==> src/rtl/vga_timing_gen_pkg.sv <==
`default_nettype none
// +----------------------------------------------------------------------------+
// | vga_timing_gen_pkg : shared raster timing defaults, widths, phase encoding |
// | Rev 1.0                                                                    |
// +----------------------------------------------------------------------------+
package vga_timing_gen_pkg;

    localparam int c_def_h_active = 640;
    localparam int c_def_h_front  = 16;
    localparam int c_def_h_sync   = 96;
    localparam int c_def_h_back   = 48;
    localparam int c_def_v_active = 480;
    localparam int c_def_v_front  = 10;
    localparam int c_def_v_sync   = 2;
    localparam int c_def_v_back   = 33;

    localparam int c_x_w  = 10;
    localparam int c_y_w  = 10;
    localparam int c_fc_w = 12;

    typedef enum logic [1:0] {
        PH_ACTIVE = 2'd0,
        PH_FRONT  = 2'd1,
        PH_SYNC   = 2'd2,
        PH_BACK   = 2'd3
    } phase_t;

endpackage
`default_nettype wire

==> src/rtl/vga_timing_gen_if.sv <==
`default_nettype none
// +----------------------------------------------------------------------------+
// | vga_timing_gen_if : pixel-rate enable in, raster timing outputs out        |
// | Rev 1.0                                                                    |
// +----------------------------------------------------------------------------+
interface vga_timing_gen_if;
    import vga_timing_gen_pkg::*;

    logic                enable;
    logic [c_x_w-1:0]    x;
    logic [c_y_w-1:0]    y;
    logic                active;
    logic                hsync;
    logic                vsync;
    logic                line_start;
    logic                frame_start;
    logic [c_fc_w-1:0]   frame_count;
    logic                hsync_d;
    logic                vsync_d;
    logic                active_d;

    modport master (
        input  enable,
        output x, y, active, hsync, vsync, line_start, frame_start,
               frame_count, hsync_d, vsync_d, active_d
    );

    modport slave (
        output enable,
        input  x, y, active, hsync, vsync, line_start, frame_start,
               frame_count, hsync_d, vsync_d, active_d
    );

endinterface
`default_nettype wire

==> src/rtl/vga_axis_counter.sv <==
`default_nettype none
// +----------------------------------------------------------------------------+
// | vga_axis_counter : one raster axis - position counter, phase FSM, sync     |
// | Rev 1.0                                                                    |
// +----------------------------------------------------------------------------+
module vga_axis_counter
    import vga_timing_gen_pkg::*;
#(
    parameter int   WIDTH    = 10,
    parameter int   ACTIVE   = 640,
    parameter int   FRONT    = 16,
    parameter int   SYNC     = 96,
    parameter int   BACK     = 48,
    parameter logic SYNC_POL = 1'b0
) (
    input  wire logic             clock,
    input  wire logic             reset_n,
    input  wire logic             i_inc,
    output logic [WIDTH-1:0]      o_count,
    output logic                  o_wrap,
    output logic                  o_act_next,
    output logic                  o_sync
);

    localparam int               c_total    = ACTIVE + FRONT + SYNC + BACK;
    localparam logic [WIDTH-1:0] c_front_at = WIDTH'(ACTIVE);
    localparam logic [WIDTH-1:0] c_sync_at  = WIDTH'(ACTIVE + FRONT);
    localparam logic [WIDTH-1:0] c_back_at  = WIDTH'(ACTIVE + FRONT + SYNC);
    localparam logic [WIDTH-1:0] c_last     = WIDTH'(c_total - 1);

    phase_t           r_phase;
    phase_t           w_phase_next;
    logic [WIDTH-1:0] r_count;
    logic [WIDTH-1:0] w_count_next;
    logic             r_sync;

    always_ff @(posedge clock or negedge reset_n) begin
        if (!reset_n) begin
            r_count <= '0;
            r_phase <= PH_ACTIVE;
            r_sync  <= ~SYNC_POL;
        end else if (i_inc) begin
            r_count <= w_count_next;
            r_phase <= w_phase_next;
            r_sync  <= (w_phase_next == PH_SYNC) ? SYNC_POL : ~SYNC_POL;
        end
    end

    // Phase decisions look at the next count so phase and sync land on the same edge as the count.
    always_comb begin
        w_count_next = r_count;
        w_phase_next = r_phase;
        if (i_inc) begin
            w_count_next = (r_count == c_last) ? '0 : r_count + 1'b1;
        end
        case (r_phase)
            PH_ACTIVE: if (w_count_next == c_front_at) w_phase_next = PH_FRONT;
            PH_FRONT:  if (w_count_next == c_sync_at)  w_phase_next = PH_SYNC;
            PH_SYNC:   if (w_count_next == c_back_at)  w_phase_next = PH_BACK;
            PH_BACK:   if (w_count_next == '0)         w_phase_next = PH_ACTIVE;
            default:                                   w_phase_next = PH_ACTIVE;
        endcase
    end

    assign o_count    = r_count;
    assign o_wrap     = i_inc && (r_count == c_last);
    assign o_act_next = (w_phase_next == PH_ACTIVE);
    assign o_sync     = r_sync;

endmodule
`default_nettype wire

==> src/rtl/vga_timing_gen.sv <==
`default_nettype none
// +----------------------------------------------------------------------------+
// | vga_timing_gen : raster timing source with strobes, frame count and        |
// |                  pipeline-matched delayed sync/active. Rev 1.0             |
// +----------------------------------------------------------------------------+
module vga_timing_gen
    import vga_timing_gen_pkg::*;
#(
    parameter int   H_ACTIVE = c_def_h_active,
    parameter int   H_FRONT  = c_def_h_front,
    parameter int   H_SYNC   = c_def_h_sync,
    parameter int   H_BACK   = c_def_h_back,
    parameter int   V_ACTIVE = c_def_v_active,
    parameter int   V_FRONT  = c_def_v_front,
    parameter int   V_SYNC   = c_def_v_sync,
    parameter int   V_BACK   = c_def_v_back,
    parameter logic SYNC_POL = 1'b0,
    parameter int   DELAY    = 2
) (
    input  wire logic        clock,
    input  wire logic        reset_n,
    vga_timing_gen_if.master bus
);

    localparam logic [2:0] c_taps_idle = {~SYNC_POL, ~SYNC_POL, 1'b0};

    logic [c_x_w-1:0]  w_x;
    logic [c_y_w-1:0]  w_y;
    logic              w_h_wrap;
    logic              w_v_wrap;
    logic              w_h_act_next;
    logic              w_v_act_next;
    logic              w_hsync;
    logic              w_vsync;
    logic              r_active;
    logic              r_line_start;
    logic              r_frame_start;
    logic [c_fc_w-1:0] r_frame_count;
    logic [2:0]        w_taps_in;
    logic [2:0]        w_taps_out;

    vga_axis_counter #(
        .WIDTH    (c_x_w),
        .ACTIVE   (H_ACTIVE),
        .FRONT    (H_FRONT),
        .SYNC     (H_SYNC),
        .BACK     (H_BACK),
        .SYNC_POL (SYNC_POL)
    ) u_h (
        .clock      (clock),
        .reset_n    (reset_n),
        .i_inc      (bus.enable),
        .o_count    (w_x),
        .o_wrap     (w_h_wrap),
        .o_act_next (w_h_act_next),
        .o_sync     (w_hsync)
    );

    vga_axis_counter #(
        .WIDTH    (c_y_w),
        .ACTIVE   (V_ACTIVE),
        .FRONT    (V_FRONT),
        .SYNC     (V_SYNC),
        .BACK     (V_BACK),
        .SYNC_POL (SYNC_POL)
    ) u_v (
        .clock      (clock),
        .reset_n    (reset_n),
        .i_inc      (w_h_wrap),
        .o_count    (w_y),
        .o_wrap     (w_v_wrap),
        .o_act_next (w_v_act_next),
        .o_sync     (w_vsync)
    );

    // Wrap flags already include enable, so strobes drop to 0 in any idle cycle.
    always_ff @(posedge clock or negedge reset_n) begin
        if (!reset_n) begin
            r_active      <= 1'b0;
            r_line_start  <= 1'b0;
            r_frame_start <= 1'b0;
            r_frame_count <= '0;
        end else begin
            r_line_start  <= w_h_wrap;
            r_frame_start <= w_v_wrap;
            if (w_v_wrap) begin
                r_frame_count <= r_frame_count + 1'b1;
            end
            if (bus.enable) begin
                r_active <= w_h_act_next & w_v_act_next;
            end
        end
    end

    assign w_taps_in = {w_hsync, w_vsync, r_active};

    generate
        if (DELAY == 0) begin : g_pass
            assign w_taps_out = w_taps_in;
        end else begin : g_pipe
            logic [2:0] r_pipe [DELAY];

            always_ff @(posedge clock or negedge reset_n) begin
                if (!reset_n) begin
                    for (int i = 0; i < DELAY; i++) begin
                        r_pipe[i] <= c_taps_idle;
                    end
                end else if (bus.enable) begin
                    r_pipe[0] <= w_taps_in;
                    for (int i = 1; i < DELAY; i++) begin
                        r_pipe[i] <= r_pipe[i-1];
                    end
                end
            end

            assign w_taps_out = r_pipe[DELAY-1];
        end
    endgenerate

    assign bus.x           = w_x;
    assign bus.y           = w_y;
    assign bus.active      = r_active;
    assign bus.hsync       = w_hsync;
    assign bus.vsync       = w_vsync;
    assign bus.line_start  = r_line_start;
    assign bus.frame_start = r_frame_start;
    assign bus.frame_count = r_frame_count;
    assign bus.hsync_d     = w_taps_out[2];
    assign bus.vsync_d     = w_taps_out[1];
    assign bus.active_d    = w_taps_out[0];

endmodule
`default_nettype wire

==> src/flat_wrapper.sv <==
// flat-port wrapper written by rule: the top's interface ports become plain ports
module vga_timing_gen_flat import vga_timing_gen_pkg::*;
#(
    parameter int   H_ACTIVE = c_def_h_active,
    parameter int   H_FRONT  = c_def_h_front,
    parameter int   H_SYNC   = c_def_h_sync,
    parameter int   H_BACK   = c_def_h_back,
    parameter int   V_ACTIVE = c_def_v_active,
    parameter int   V_FRONT  = c_def_v_front,
    parameter int   V_SYNC   = c_def_v_sync,
    parameter int   V_BACK   = c_def_v_back,
    parameter logic SYNC_POL = 1'b0,
    parameter int   DELAY    = 2
)
  (clock, reset_n, bus_enable, bus_x, bus_y, bus_active, bus_hsync, bus_vsync, bus_line_start, bus_frame_start, bus_frame_count, bus_hsync_d, bus_vsync_d, bus_active_d);
  vga_timing_gen_if bus_i ();
  input  wire logic clock;
  input  wire logic reset_n;
  input wire logic [$bits(bus_i.enable)-1:0] bus_enable;
  output wire logic [$bits(bus_i.x)-1:0] bus_x;
  output wire logic [$bits(bus_i.y)-1:0] bus_y;
  output wire logic [$bits(bus_i.active)-1:0] bus_active;
  output wire logic [$bits(bus_i.hsync)-1:0] bus_hsync;
  output wire logic [$bits(bus_i.vsync)-1:0] bus_vsync;
  output wire logic [$bits(bus_i.line_start)-1:0] bus_line_start;
  output wire logic [$bits(bus_i.frame_start)-1:0] bus_frame_start;
  output wire logic [$bits(bus_i.frame_count)-1:0] bus_frame_count;
  output wire logic [$bits(bus_i.hsync_d)-1:0] bus_hsync_d;
  output wire logic [$bits(bus_i.vsync_d)-1:0] bus_vsync_d;
  output wire logic [$bits(bus_i.active_d)-1:0] bus_active_d;
  assign bus_i.enable = bus_enable;
  assign bus_x = bus_i.x;
  assign bus_y = bus_i.y;
  assign bus_active = bus_i.active;
  assign bus_hsync = bus_i.hsync;
  assign bus_vsync = bus_i.vsync;
  assign bus_line_start = bus_i.line_start;
  assign bus_frame_start = bus_i.frame_start;
  assign bus_frame_count = bus_i.frame_count;
  assign bus_hsync_d = bus_i.hsync_d;
  assign bus_vsync_d = bus_i.vsync_d;
  assign bus_active_d = bus_i.active_d;
  vga_timing_gen #(.H_ACTIVE(H_ACTIVE), .H_FRONT(H_FRONT), .H_SYNC(H_SYNC), .H_BACK(H_BACK), .V_ACTIVE(V_ACTIVE), .V_FRONT(V_FRONT), .V_SYNC(V_SYNC), .V_BACK(V_BACK), .SYNC_POL(SYNC_POL), .DELAY(DELAY)) u_core (.clock(clock), .reset_n(reset_n), .bus(bus_i));
endmodule
==> config.mk <==
export PLATFORM = sky130hd
export DESIGN_NAME = vga_timing_gen_flat
export DESIGN_NICKNAME = d
export VERILOG_FILES = /design/src/rtl/vga_timing_gen_pkg.sv /design/src/rtl/vga_timing_gen_if.sv /design/src/rtl/vga_axis_counter.sv /design/src/rtl/vga_timing_gen.sv /design/src/flat_wrapper.sv
export SDC_FILE = /design/constraint.sdc
export NUM_CORES = 1
export LEC_CHECK = 0
export ABC_CLOCK_PERIOD_IN_PS = 7640
export CORE_MARGIN = 2
export CORE_UTILIZATION = 25
export CTS_CLUSTER_DIAMETER = 60
export DETAILED_ROUTE_END_ITERATION = 16
export DONT_BUFFER_PORTS = 1
export GPL_TIMING_DRIVEN = 0
export PLACE_DENSITY_LB_ADDON = 0.05
export SYNTH_ARGS = -nofsm -noshare
export SYNTH_HDL_FRONTEND = slang
export SYNTH_SLANG_ARGS = --single-unit
==> constraint.sdc <==
create_clock -name clock -period 7.64 [get_ports clock]
set_input_delay 1.528 -clock clock [delete_from_list [all_inputs] [get_ports clock]]
set_output_delay 1.528 -clock clock [all_outputs]
set_load 0.02 [all_outputs]
After elaboration in Yosys (flattened, before gate mapping)

Index checks and enable logic that the tools add are counted.

Register bits: 47
Latch bits: 0
Bits in writable memories: 0
Memory bits (read-only): 0
Output and inout port bits: 40
Word-level logic and storage cells: 56
Memories: 0

Add/sub/neg operators: 3
Multiply operators: 0
Divide/modulo/power cells: 0
Order comparisons: 0
Equal/unequal tests: 16
Shifts and indexed selects: 0
Multiplexer cells: 16
Bitwise operators: 1
Reductions and logical operators: 8

Operator list:

| kind                                                              | count |
|---|---|
| 10-bit == test (second input constant)                            | 5 |
| 10-bit 2-to-1 mux                                                 | 4 |
| 10-bit by 9-bit == test with 1-bit output (second input constant) | 3 |
| 10-bit by 1-bit adder with 10-bit output (second input constant)  | 2 |
| 10-bit logical NOT                                                | 2 |
| 2-bit 2-to-1 mux                                                  | 8 |
| 2-bit one-hot mux with 4 select lines                             | 2 |
| 12-bit by 1-bit adder with 12-bit output (second input constant)  | 1 |
| 2-bit == test (second input constant)                             | 6 |
| 2-bit logical NOT                                                 | 4 |
| 2-bit by 1-bit == test with 1-bit output (second input constant)  | 2 |
| 1-bit logical AND                                                 | 2 |
| 1-bit 2-to-1 mux                                                  | 2 |
| 1-bit bitwise AND                                                 | 1 |

Logic depth before layout (Yosys ltp)

Depth after elaboration: 8
Mapped depth: 10
Gate-level depth less buffers: 9

Modules after synthesis

From an unflattened synthesis, not the netlist that was laid out.

Cell total of the unflattened synthesis: 279
Area total of the unflattened synthesis: 2,762.6 µm²

Modules (own cells, without submodules):

| module                        | instances | cells an instance | area each (µm²) | sequential area each (µm²) |
|---|---|---|---|---|
| vga_axis_counter (u_core.u_v) | 1         | 113               | 985.9           | 326.6 |
| vga_axis_counter (u_core.u_h) | 1         | 103               | 930.9           | 326.6 |
| vga_timing_gen                | 1         | 63                | 845.8           | 530.5 |

Worst setup path before layout

Ideal clock, no wire load.

Path type: input to register
Start: in bus_enable
End: reg u_core.r_active, in the netlist u_core.bus.active
Setup time: 103 ps
Data arrival time: 3,291 ps
Setup slack: 4,245 ps
Stages on the path: 7
Path buffers: 0
Path through: nand3_2 or3_4 a211o_1 a2111oi_4 nand3_2 a2bb2oi_1 o41ai_2

Word-level cells in the longest chain between the ends: 7
Elaborated cells on any way between the ends: 24
Classes of those cells: eq/ne: 6; mux: 12; bitwise: 1; reduce/logical: 5

Ends and longest elaborated chain:

| element                                                                 | RTL line               | RTL |
|---|---|---|
| start, declared                                                         | flat_wrapper.sv:19     | `input wire logic [$bits(bus_i.enable)-1:0] bus_enable;` |
| 1-bit logical AND                                                       | vga_axis_counter.sv:66 | `assign o_wrap = i_inc && (r_count == c_last);` |
| 10-bit 2-to-1 mux                                                       | vga_axis_counter.sv:53 | `if (i_inc) begin` |
| 10-bit by 9-bit == test with 1-bit output, or another cell as far along | vga_axis_counter.sv:59 | `PH_SYNC: if (w_count_next == c_back_at) w_phase_next = PH_BACK;` |
| 2-bit 2-to-1 mux, on equally long branches                              | --                     |  |
| 2-bit one-hot mux with 4 select lines                                   | vga_axis_counter.sv:56 | `case (r_phase)` |
| 2-bit logical NOT                                                       | vga_axis_counter.sv:67 | `assign o_act_next = (w_phase_next == PH_ACTIVE);` |
| 1-bit bitwise AND                                                       | vga_timing_gen.sv:90   | `r_active <= w_h_act_next & w_v_act_next;` |
| end signal, assigned                                                    | vga_timing_gen.sv:90   |  |
| end, declared                                                           | vga_timing_gen.sv:35   | `logic r_active;` |

Several ways; a longest one is shown, not always the timed one.
A chain may end at the register's enable or synchronous reset.

Worst setup path in the final report

Start: in bus_enable
End: reg u_core.r_frame_count[11], in the netlist u_core.bus.frame_count[11]

Word-level cells in the longest chain between the ends: 2

Ends and longest elaborated chain:

| element                        | RTL line               | RTL |
|---|---|---|
| 1-bit logical AND (2 in a row) | vga_axis_counter.sv:66 |  |
| end signal, assigned           | vga_timing_gen.sv:87   | `r_frame_count <= r_frame_count + 1'b1;` |
| end, declared                  | vga_timing_gen.sv:38   | `logic [c_fc_w-1:0] r_frame_count;` |

Every way passes these cells.

==> results.yml <==
floorplan:
  io_pins: 43
  num_rows: 38
  coreArea_um2: 10800
  die-area_um2: 11900
  start_util_pct: 25.5
  die_y_um: 109
  die_x_um: 109
place:
  dp_hpwl_mm: 5.52
  gp_congestion: 0.766
  io_buffers: 0
clock_tree:
  cts_resized: 0
  cts_buffers: 5
  clkLatencyLatePin_ns: 0.30
  clk_pin_slew_ns: 0.09
  cts_tree: "done"
  post-cts-setup-buffers: 0
  cts_root_buf: "clkbuf_8"
  clock_path_buffers: 2
  cts_hold_buf: 0
  h-tree-depth: 2
  cts_sinks: 47
route:
  drc: 0
  post_drt_wl_per_cell_um: 17.7
  totalWireLength_mm: 7.72
  dr_total_vias: 2246
  drt-pass1-iter-count: 4
  drtIter0Drc: 154
  viasPerCell: 5.16
  final_antenna_net_count: 0
critical_path:
  r2r_slack_ns: 4.37
  crit_chain: "nand3_2 -> or3_4 -> buf_2 -> nor3_1 -> nand4_1 -> nor2_1 -> xor2_1"
  cp_max_fo: 10
  endpoint_kind: "flip-flop"
  rr_startpoint: "u_core.u_h.o_count[1]"
  slowest_delay_ns: 0.71
  r2r_cells: 8
  critPathLaunchType: "input pin"
  cp.arrival_ns: 3.79
  crit_slowest_cell: "nor3_1"
  worst-setup-path-type: "input pin to flip-flop"
  r2r_end: "u_core.bus.frame_count[11]"
  required_ns: 7.87
yosys:
  yosysUniqueCellTypes: 63
  synth_compound_area_share_pct: 16.6
  synth-edff-count: 0
  yosysWarnings: 0
  synth_area_um2: 2770
  synthMuxAreaShare_pct: 4.34
  async_flop_share_pct: 100
  synth_top_area_cell: "dfrtp_1"
  ys_top_cells_by_area: "dfrtp_1 (37%), dfstp_2 (5.7%), xnor2_1 (3.8%)"
  seq_area_frac_synth_pct: 42.7
  synth_top_family_by_area: "simple AND/OR/NAND/NOR gates"
  synth_xor_area_share_pct: 6.33
  synth-seq-cells: 47
  synthCells: 287
  ys.flop_type: "dfrtp_1"
  synth.most_common_cell: "dfrtp_1"
  syn_nets: 294
  synthTopCellsByCount: "dfrtp_1 (41), nand2_1 (23), nor2_1 (20)"
  synth.avg_cell_area_um2: 9.65
  yosys.area_share.adder_pct: 1.81
  synthSimpleGateAreaFrac_pct: 24.1
  synth_top_area_share_pct: 37.1
timing:
  fin_crit_sh_pct: 46.7
  slew_viol_final: 0
  fmax_ghz: 0.281
  tightest_slew_ns: 0.836
  slew_headroom_pct: 43.9
  period_minus_slack_ns: 3.56
  hold_violations: 0
  finalSetupViolCount: 0
  rsz0062_at_grt: "false"
  finalSetupTns_ns: 0
  fin_worst_skew_ns: 0.0100
global_routing:
  grt_overflow_total: 0
  grt_pass1_wl_mm: 12.3
  grt_use_total_pct: 13.4
  grt_max_degree: 48
  antenna_found_initial: 0
  grt_pass1_vias: 2232
power:
  ir_worst_vdd_mv: 0.105
  p_leak_uw: 0.00122
  p_per_area_nw_per_um2: 212
  power_uw: 648
status:
  status: "complete, no violations"
layout:
  regArea_um2: 1180
  drive_above_1_share_pct: 11.5
  layout.nets: 301
  n_fill_cell: 1170
  syn_to_final_growth_pct: 10.3
  num_antenna_cells: 0
  multi_input_area_um2: 1470
min_path:
  min_from: "u_core.g_pipe.r_pipe[3]"
  hold_end: "u_core.g_pipe.r_pipe[3]"
  hp-class: "flip-flop to flip-flop"
  hold_depth: 1
flow_run:
  cap_violations: 0
==> sequential cells by signal, summed over array words and instances (netlist names) <==
signal and cells:
u_core.bus.active 1, u_core.u_h.o_sync 1, u_core.u_v.o_count 10, u_core.u_v.r_phase 2, u_core.bus.frame_count 12, u_core.u_v.o_sync 1, u_core.w_taps_out 3, u_core.bus.line_start 1
u_core.bus.frame_start 1, u_core.g_pipe.r_pipe 3, u_core.u_h.r_phase 2, u_core.u_h.o_count 10
==> stage by stage <==
stage               hold slack (ns)  area, um2  util (%)  cells  setup slack [ns]
detailed placement            0.505       2940      27.2    427              3.70
global route                  0.548       3050      28.2    435              3.91
floorplan                     0.475       2770         -    287              4.25
finish                        0.519       3050      28.2    435              4.08
global placement              0.497       2940      27.2    427              3.68
CTS                           0.529       3050      28.2    435              4.02
==> worst max-delay path, delay by kind of cell <==
kind	cells	cell delay [ns]
buffers and inverters	1	0.20
xor gates and xnor gates	1	0.15
and+or+nand+nor	5	1.91
==> power by group <==
group	internal, uW	switching (uW)
sequential	278	55.3
clock	97.9	91.6
combinational	49.4	75.1
total	426	222
==> layout make-up <==
type / instances / area share, %
multi-input cells: 213 / 48.2
flip-flops and latches: 47 / 38.8
well taps: 140 / 5.74
clock buffers: 6 / 2.38
plain buffers: 14 / 2.09
inverters: 13 / 1.60
clock inverters: 2 / 1.23
==> layer usage <==
layer | routed length, um | GRT usage [%] | vias up
met5 | 0 | 0 | -
met4 | 37 | 2.98 | 0
met3 | 300 | 3.05 | 2
met2 | 3740 | 22.0 | 32
met1 | 3650 | 18.0 | 1136
li1 | - | - | 1076
==> placed cells by master (no fill, tap or decap), types with 3 or more instances in the layout <==
cell type  Yosys  layout
dfrtp_1       41      41
nand2_1       23      23
nor2_1        20      20
nand3_1       15      15
o21ai_0       13      13
inv_1         12      12
xnor2_1       12      12
nand4_1       10      10
clkbuf_1       8       9
nor3_1         9       9
xor2_1         8       8
mux2_2         8       8
and3_1         7       7
dfstp_2        6       6
a21oi_1        5       5
and4_1         5       5
o31ai_1        5       5
clkbuf_8       0       5
nand3b_1       4       4
nand2b_1       4       4
ha_1           4       4
buf_2          3       3
or3_1          3       3
a21o_1         3       3
o211ai_1       3       3
mux2i_1        3       3
nor4_1         3       3
==> how the worst max path moves through the flow <==
stage | from | end | slack, ns | cells past startpoint
6_report | bus_enable | u_core.bus.frame_count[11] | 4.08 | 7
4_1_cts | bus_enable | u_core.bus.frame_count[11] | 4.02 | 7
3_5_place_dp | bus_enable | u_core.bus.frame_count[11] | 3.70 | 7
3_3_place_gp | bus_enable | u_core.bus.frame_count[11] | 3.68 | 7
5_1_grt | bus_enable | u_core.bus.frame_count[11] | 3.91 | 7
2_1_floorplan | bus_enable | u_core.bus.active | 4.25 | 7
==> cell families (layout without fill, tap and decap cells) <==
kind of cell	Yosys count	count (layout)
multiplexers	11	11
XOR/XNOR	20	20
buffers and inverters	27	35
flip-flops	47	47
AND/OR/NAND/NOR	118	118
AO/OA/AOI/OAI	60	60
adder cells (fa/ha/maj)	4	4
Power figures use the tool's default switching activity.
